===== src/rtl/can_tx_scheduler.sv =====
// CAN transmit mailbox scheduler: NUM_MB mailboxes, lowest-ID arbitration,
// req/ack handoff to the bit engine, outcome tracking with retry/backoff.
module can_tx_scheduler #(
  parameter int unsigned NUM_MB         = 4,
  parameter logic [3:0]  MAX_ERR        = 4'd8,
  parameter logic [15:0] BACKOFF_CYCLES = 16'd11,
  localparam int unsigned IDX_W         = $clog2(NUM_MB)
) (
  input  logic              sys_clk,
  input  logic              reset,
  input  logic [NUM_MB-1:0] mb_load,
  input  logic [10:0]       mb_id,
  input  logic [3:0]        mb_dlc,
  input  logic [63:0]       mb_data,
  input  logic [NUM_MB-1:0] mb_abort,
  output logic [NUM_MB-1:0] mb_pending,
  output logic [NUM_MB-1:0] mb_done,
  output logic [NUM_MB-1:0] mb_error,
  input  logic              bus_idle,
  output logic              tx_req,
  input  logic              tx_ack,
  output logic [10:0]       tx_id,
  output logic [3:0]        tx_dlc,
  output logic [63:0]       tx_data,
  input  logic              tx_done,
  input  logic              tx_lost,
  input  logic              tx_err,
  output logic [IDX_W-1:0]  active_mb,
  output logic              busy
);

  typedef enum logic [2:0] {
    ST_IDLE,
    ST_SELECT,
    ST_REQUEST,
    ST_ACTIVE,
    ST_BACKOFF
  } state_e;

  state_e state_q, state_d;

  logic [10:0] id_q   [NUM_MB];
  logic [10:0] id_d   [NUM_MB];
  logic [3:0]  dlc_q  [NUM_MB];
  logic [3:0]  dlc_d  [NUM_MB];
  logic [63:0] data_q [NUM_MB];
  logic [63:0] data_d [NUM_MB];
  logic [3:0]  err_q  [NUM_MB];
  logic [3:0]  err_d  [NUM_MB];

  logic [NUM_MB-1:0] pending_q, pending_d;
  logic [NUM_MB-1:0] done_q, done_d;
  logic [NUM_MB-1:0] error_q, error_d;
  logic [10:0]       tx_id_q, tx_id_d;
  logic [3:0]        tx_dlc_q, tx_dlc_d;
  logic [63:0]       tx_data_q, tx_data_d;
  logic [IDX_W-1:0]  active_q, active_d;
  logic              abort_lat_q, abort_lat_d;
  logic [15:0]       bo_cnt_q, bo_cnt_d;

  logic              sel_found;
  logic [IDX_W-1:0]  sel_idx;
  logic [10:0]       sel_id;
  logic              in_flight;
  logic              abort_now;
  logic              abort_any;
  logic [3:0]        err_inc;

  // Priority pick: lowest ID among mailboxes still pending and not being aborted; strict < keeps lowest index on ties
  always_comb begin
    sel_found = 1'b0;
    sel_idx   = '0;
    sel_id    = '1;
    for (int unsigned k = 0; k < NUM_MB; k++) begin
      if (pending_q[k] && !mb_abort[k] && (!sel_found || id_q[k] < sel_id)) begin
        sel_found = 1'b1;
        sel_idx   = IDX_W'(k);
        sel_id    = id_q[k];
      end
    end
  end

  // Mailbox load/abort handling plus the next-state and output logic of the scheduler FSM
  always_comb begin
    state_d     = state_q;
    id_d        = id_q;
    dlc_d       = dlc_q;
    data_d      = data_q;
    err_d       = err_q;
    pending_d   = pending_q;
    done_d      = '0;
    error_d     = '0;
    tx_id_d     = tx_id_q;
    tx_dlc_d    = tx_dlc_q;
    tx_data_d   = tx_data_q;
    active_d    = active_q;
    abort_lat_d = abort_lat_q;
    bo_cnt_d    = bo_cnt_q;

    in_flight = (state_q == ST_REQUEST) || (state_q == ST_ACTIVE);
    abort_now = mb_abort[active_q];
    abort_any = abort_lat_q || abort_now;
    err_inc   = (err_q[active_q] == 4'hF) ? 4'hF : err_q[active_q] + 4'd1;

    // The in-flight mailbox is excluded here; its abort is resolved by the FSM below.
    for (int unsigned k = 0; k < NUM_MB; k++) begin
      if (mb_abort[k]) begin
        if (!(in_flight && active_q == IDX_W'(k))) begin
          pending_d[k] = 1'b0;
        end
      end else if (mb_load[k] && !pending_q[k]) begin
        id_d[k]      = mb_id;
        dlc_d[k]     = (mb_dlc > 4'd8) ? 4'd8 : mb_dlc;
        data_d[k]    = mb_data;
        err_d[k]     = '0;
        pending_d[k] = 1'b1;
      end
    end

    unique case (state_q)
      ST_IDLE: begin
        if (|pending_q && bus_idle) begin
          state_d = ST_SELECT;
        end
      end
      ST_SELECT: begin
        if (sel_found) begin
          tx_id_d     = id_q[sel_idx];
          tx_dlc_d    = dlc_q[sel_idx];
          tx_data_d   = data_q[sel_idx];
          active_d    = sel_idx;
          abort_lat_d = 1'b0;
          state_d     = ST_REQUEST;
        end else begin
          state_d = ST_IDLE;
        end
      end
      ST_REQUEST: begin
        // Once the engine has accepted, the frame is committed; a same-cycle abort is only latched.
        if (tx_ack) begin
          abort_lat_d = abort_now;
          state_d     = ST_ACTIVE;
        end else if (abort_now) begin
          pending_d[active_q] = 1'b0;
          state_d             = ST_IDLE;
        end
      end
      ST_ACTIVE: begin
        if (abort_now) begin
          abort_lat_d = 1'b1;
        end
        if (tx_done) begin
          pending_d[active_q] = 1'b0;
          done_d[active_q]    = 1'b1;
          state_d             = ST_IDLE;
        end else if (tx_err) begin
          if (abort_any) begin
            pending_d[active_q] = 1'b0;
            state_d             = ST_IDLE;
          end else begin
            err_d[active_q] = err_inc;
            if (err_inc >= MAX_ERR) begin
              pending_d[active_q] = 1'b0;
              error_d[active_q]   = 1'b1;
              state_d             = ST_IDLE;
            end else begin
              bo_cnt_d = '0;
              state_d  = ST_BACKOFF;
            end
          end
        end else if (tx_lost) begin
          if (abort_any) begin
            pending_d[active_q] = 1'b0;
            state_d             = ST_IDLE;
          end else begin
            bo_cnt_d = '0;
            state_d  = ST_BACKOFF;
          end
        end
      end
      ST_BACKOFF: begin
        if (bo_cnt_q == BACKOFF_CYCLES - 16'd1) begin
          state_d = ST_IDLE;
        end else begin
          bo_cnt_d = bo_cnt_q + 16'd1;
        end
      end
      default: state_d = ST_IDLE;
    endcase
  end

  // Control state, counters and registered outputs with synchronous reset
  always_ff @(posedge sys_clk) begin
    if (reset) begin
      state_q     <= ST_IDLE;
      err_q       <= '{default: '0};
      pending_q   <= '0;
      done_q      <= '0;
      error_q     <= '0;
      tx_id_q     <= '0;
      tx_dlc_q    <= '0;
      tx_data_q   <= '0;
      active_q    <= '0;
      abort_lat_q <= 1'b0;
      bo_cnt_q    <= '0;
    end else begin
      state_q     <= state_d;
      err_q       <= err_d;
      pending_q   <= pending_d;
      done_q      <= done_d;
      error_q     <= error_d;
      tx_id_q     <= tx_id_d;
      tx_dlc_q    <= tx_dlc_d;
      tx_data_q   <= tx_data_d;
      active_q    <= active_d;
      abort_lat_q <= abort_lat_d;
      bo_cnt_q    <= bo_cnt_d;
    end
  end

  // Mailbox frame storage; only meaningful while the mailbox is pending
  always_ff @(posedge sys_clk) begin
    id_q   <= id_d;
    dlc_q  <= dlc_d;
    data_q <= data_d;
  end

  assign mb_pending = pending_q;
  assign mb_done    = done_q;
  assign mb_error   = error_q;
  assign tx_req     = (state_q == ST_REQUEST);
  assign busy       = (state_q == ST_REQUEST) || (state_q == ST_ACTIVE);
  assign tx_id      = tx_id_q;
  assign tx_dlc     = tx_dlc_q;
  assign tx_data    = tx_data_q;
  assign active_mb  = active_q;

endmodule


===== config.mk =====
export PLATFORM = sky130hd
export DESIGN_NAME = can_tx_scheduler
export DESIGN_NICKNAME = d
export VERILOG_FILES = /design/src/rtl/can_tx_scheduler.sv
export SDC_FILE = /design/constraint.sdc
export NUM_CORES = 1
export LEC_CHECK = 0
export ABC_AREA = 1
export CORE_AREA = 5 5 194 196
export DETAILED_ROUTE_END_ITERATION = 7
export DIE_AREA = 0 0 199 201
export GPL_ROUTABILITY_DRIVEN = 0
export PLACE_DENSITY = 0.82
export SETUP_SLACK_MARGIN = 0.1
export SYNTH_ARGS = -nofsm -noshare
export SYNTH_HDL_FRONTEND = slang
export SYNTH_SLANG_ARGS = --single-unit

===== constraint.sdc =====
create_clock -name sys_clk -period 7 [get_ports sys_clk]
set_input_delay 1.05 -clock sys_clk [delete_from_list [all_inputs] [get_ports sys_clk]]
set_output_delay 1.05 -clock sys_clk [all_outputs]
set_load 0.01 [all_outputs]

==> results.py <==
metrics = {
    "run_status": {
        "outcome": "completed",
    },
    "timing": {
        "worst_pin_slew_ns": 1.01,
        "fmax_mhz": 155,
        "skew_ns": 0.0148,
        "slew_headroom": 0.329,
        "rsz0062_at_grt": "false",
        "finalCritPeriodShare": 0.921,
        "finalWorstSetupSlack_ns": 0.552,
        "drv_slew": 0,
        "setup_viol": 0,
        "finalCriticalPeriod_ns": 6.45,
        "setup_tns_ns": 0,
        "hold_viol": 0,
    },
    "global_route": {
        "grt_pass1_vias": 15000,
        "gr-total-overflow": 0,
        "grt_first_pass_wirelength_um": 79800,
        "grt_max_degree": 109,
        "grt_usage": 0.251,
        "antenna_found_initial": 2,
    },
    "setup_path": {
        "r2r-start": "mb_pending[0]",
        "path_class": "primary input to flip-flop",
        "critPathLaunchType": "primary input",
        "crit_fanout": 20,
        "cp_data_required_time_ns": 7.49,
        "crit_buf_inv": 7,
        "crit_start": "mb_abort[0]",
        "crit_top_cell": "nand2_1",
        "r2r-end": "tx_data[44]",
        "reg2regPathDepth": 40,
        "cp.arrival_ns": 6.94,
        "path_delay_family": "simple AND/OR/NAND/NOR gates",
        "slowest_delay_ns": 0.49,
        "rrSetupSlack_ns": 0.90,
        "cp-end-kind": "flip-flop",
        "slowest_stage": "clkdlybuf4s50_1",
        "cp.depth": 40,
    },
    "clock_network": {
        "clock_latency_ns": 0.58,
        "cts_made_buffers": 45,
        "cts_max_path_buffers": 3,
        "cts_num_sinks": 445,
        "ctsHoldBuffers": 0,
        "clockRootBuffer": "clkbuf_16",
        "htreeDepth": 2,
        "cts_tree": "yes",
        "path_clk_slew_ns": 0.06,
    },
    "route": {
        "ant_nets": 0,
        "first_pass_iters": 6,
        "wl_per_cell_um": 19.4,
        "drt_wl_total_um": 51400,
        "drc_errors": 0,
        "vias": 15100,
        "initialDrtViolationCount": 1415,
        "vias_per_cell": 5.70,
    },
    "placed_design": {
        "io_buffer_count": 188,
        "place_ws_ns": -0.287,
        "dp_hpwl_um": 30400,
        "dp_cells": 2564,
        "placed_area_sq_um": 21800,
    },
    "logic_synthesis": {
        "syn_inst": 1983,
        "syn_area_per_cell_sq_um": 9.76,
        "ys.flop_type": "edfxtp_1",
        "synth_compound_area_frac": 0.0834,
        "ys_types": 44,
        "synth_top_family_by_area": "simple AND/OR/NAND/NOR gates",
        "synthSimpleGateAreaFrac": 0.207,
        "yosys.cell_count.top_type": "nand2_1",
        "synth_top_area_frac": 0.490,
        "yosysTopAreaCell": "edfxtp_1",
        "syn_area_sq_um": 19300,
        "synthMuxAreaShare": 0,
        "synthArstFlopShare": 0,
        "yosysWarnings": 0,
        "yosys-top-cells-count": "nand2_1 (351), edfxtp_1 (316), nor2_1 (247), inv_1 (204), o21ai_0 (136)",
        "ys_seq_area_frac": 0.624,
        "synthXorXnorAreaFrac": 0,
        "synth.area.top_cells": "edfxtp_1 (49%), dfxtp_1 (13%), nand2_1 (6.8%)",
        "synth_nets": 2109,
        "synth_edf_count": 316,
        "synth_fa_ha_area_frac": 0.0207,
        "synth_seq_cells": 445,
    },
    "floorplan": {
        "rows": 70,
        "coreArea_sq_um": 35900,
        "dieArea_sq_um": 40000,
        "chipWidth_um": 199,
        "chipHeight_um": 201,
        "boundaryPins": 189,
        "initial_utilization": 0.539,
    },
    "worst_hold_path": {
        "holdPathEnd": "err_q[8]",
        "holdPathStages": 2,
        "hold_path_class": "flip-flop to flip-flop",
        "worstHoldStart": "err_q[8]",
    },
    "finish": {
        "final_cell_count_no_fill": 2649,
        "area_growth_pct": 21.6,
        "layout.nets": 2270,
        "design_area_sq_um": 23500,
        "drive_above_1_share": 0.0688,
        "fillers": 2634,
        "antenna_cells": 0,
    },
    "pwr": {
        "p_total_uw": 6190,
        "peakVddDrop_uv": 228,
        "p_per_area_nw_per_um2": 263,
        "leakage_uw": 0.00915,
    },
    "run": {
        "max-cap-violations": 0,
    },
}
per-layer routing:
layer,vias up,track usage,part of all wire
li1,7079,-,-
met5,-,0,0.00041
met1,7207,0.321,0.39
met4,4,0.0950,0.030
met2,677,0.429,0.50
met3,120,0.0399,0.080
layout by cell type, fill, tap and decap left out, drive strengths merged, types with 9 or more instances in the layout:
master and n:
inv 209, nor2 249, nand3b 69, ha 32
clkinv 18, nand4 64, nor3 14, bufinv 9
clkdlybuf4s50 188, edfxtp 316, o21ai 153, clkbuf 57
nand3 118, dfxtp 129, buf 37, nand2 356
a21oi 101
repair_timing:
| action | 4_1_cts | 5_1_grt |
|---|---|---|
| buffers inserted | 0 | 0 |
| gates resized for setup | 0 | 10 |
| setup endpoints to repair | 0 | 81 |
report_power, final:
part	internal [uW]	switching, uW	leakage (uW)	total, uW
clock	1590	1040	0.000800	2630
combinational	218	351	0.00436	570
sequential	2950	48.8	0.00399	3000
total	4750	1440	0.00915	6190
worst min-delay path, cell delays in order (launching register included):
cell     delay, ns
dfxtp_1       0.31
nand2_1       0.06
a21oi_1       0.06
how the worst max path moves through the flow:
stage                   to  slack, ns
6_report       tx_data[44]       0.55
5_1_grt        tx_data[44]       0.11
4_1_cts        tx_data[27]       0.24
3_5_place_dp   tx_data[27]      -0.29
3_3_place_gp   tx_data[56]       0.02
2_1_floorplan  tx_data[26]       0.93
logic make-up after synthesis:
kind of cell             count (synthesis)
flip-flops                             445
adder cells (fa/ha/maj)                 32
AND/OR/NAND/NOR                        886
buffers and inverters                  323
AO/OA/AOI/OAI                          297
layout make-up:
class / instances / area, sq um / area share
clock buffers: 56 / 1220 / 0.0518
clock inverters: 28 / 422 / 0.0179
flip-flops and latches: 445 / 12100 / 0.513
inverters: 211 / 797 / 0.0339
multi-input cells: 1215 / 6050 / 0.257
repair buffers: 226 / 2380 / 0.101
well taps: 468 / 586 / 0.0249
sequential cells by signal (all words and copies together) (netlist names):
name         cells
mb_done          4
err_q           16
bo_cnt_q        16
active_mb        2
tx_dlc           4
mb_pending       4
tx_data         64
dlc_q           16
id_q            44
abort_lat_q      1
tx_id           11
data_q         256
state_q          3
mb_error         4
stage by stage:
step | hold WS [ns] | utilization
floorplan | 0.440 | -
global placement | 0.452 | 0.608
detailed placement | 0.463 | 0.608
CTS | 0.476 | 0.654
global route | 0.492 | 0.655
finish | 0.475 | 0.655
(Power assumes the default switching activity.)
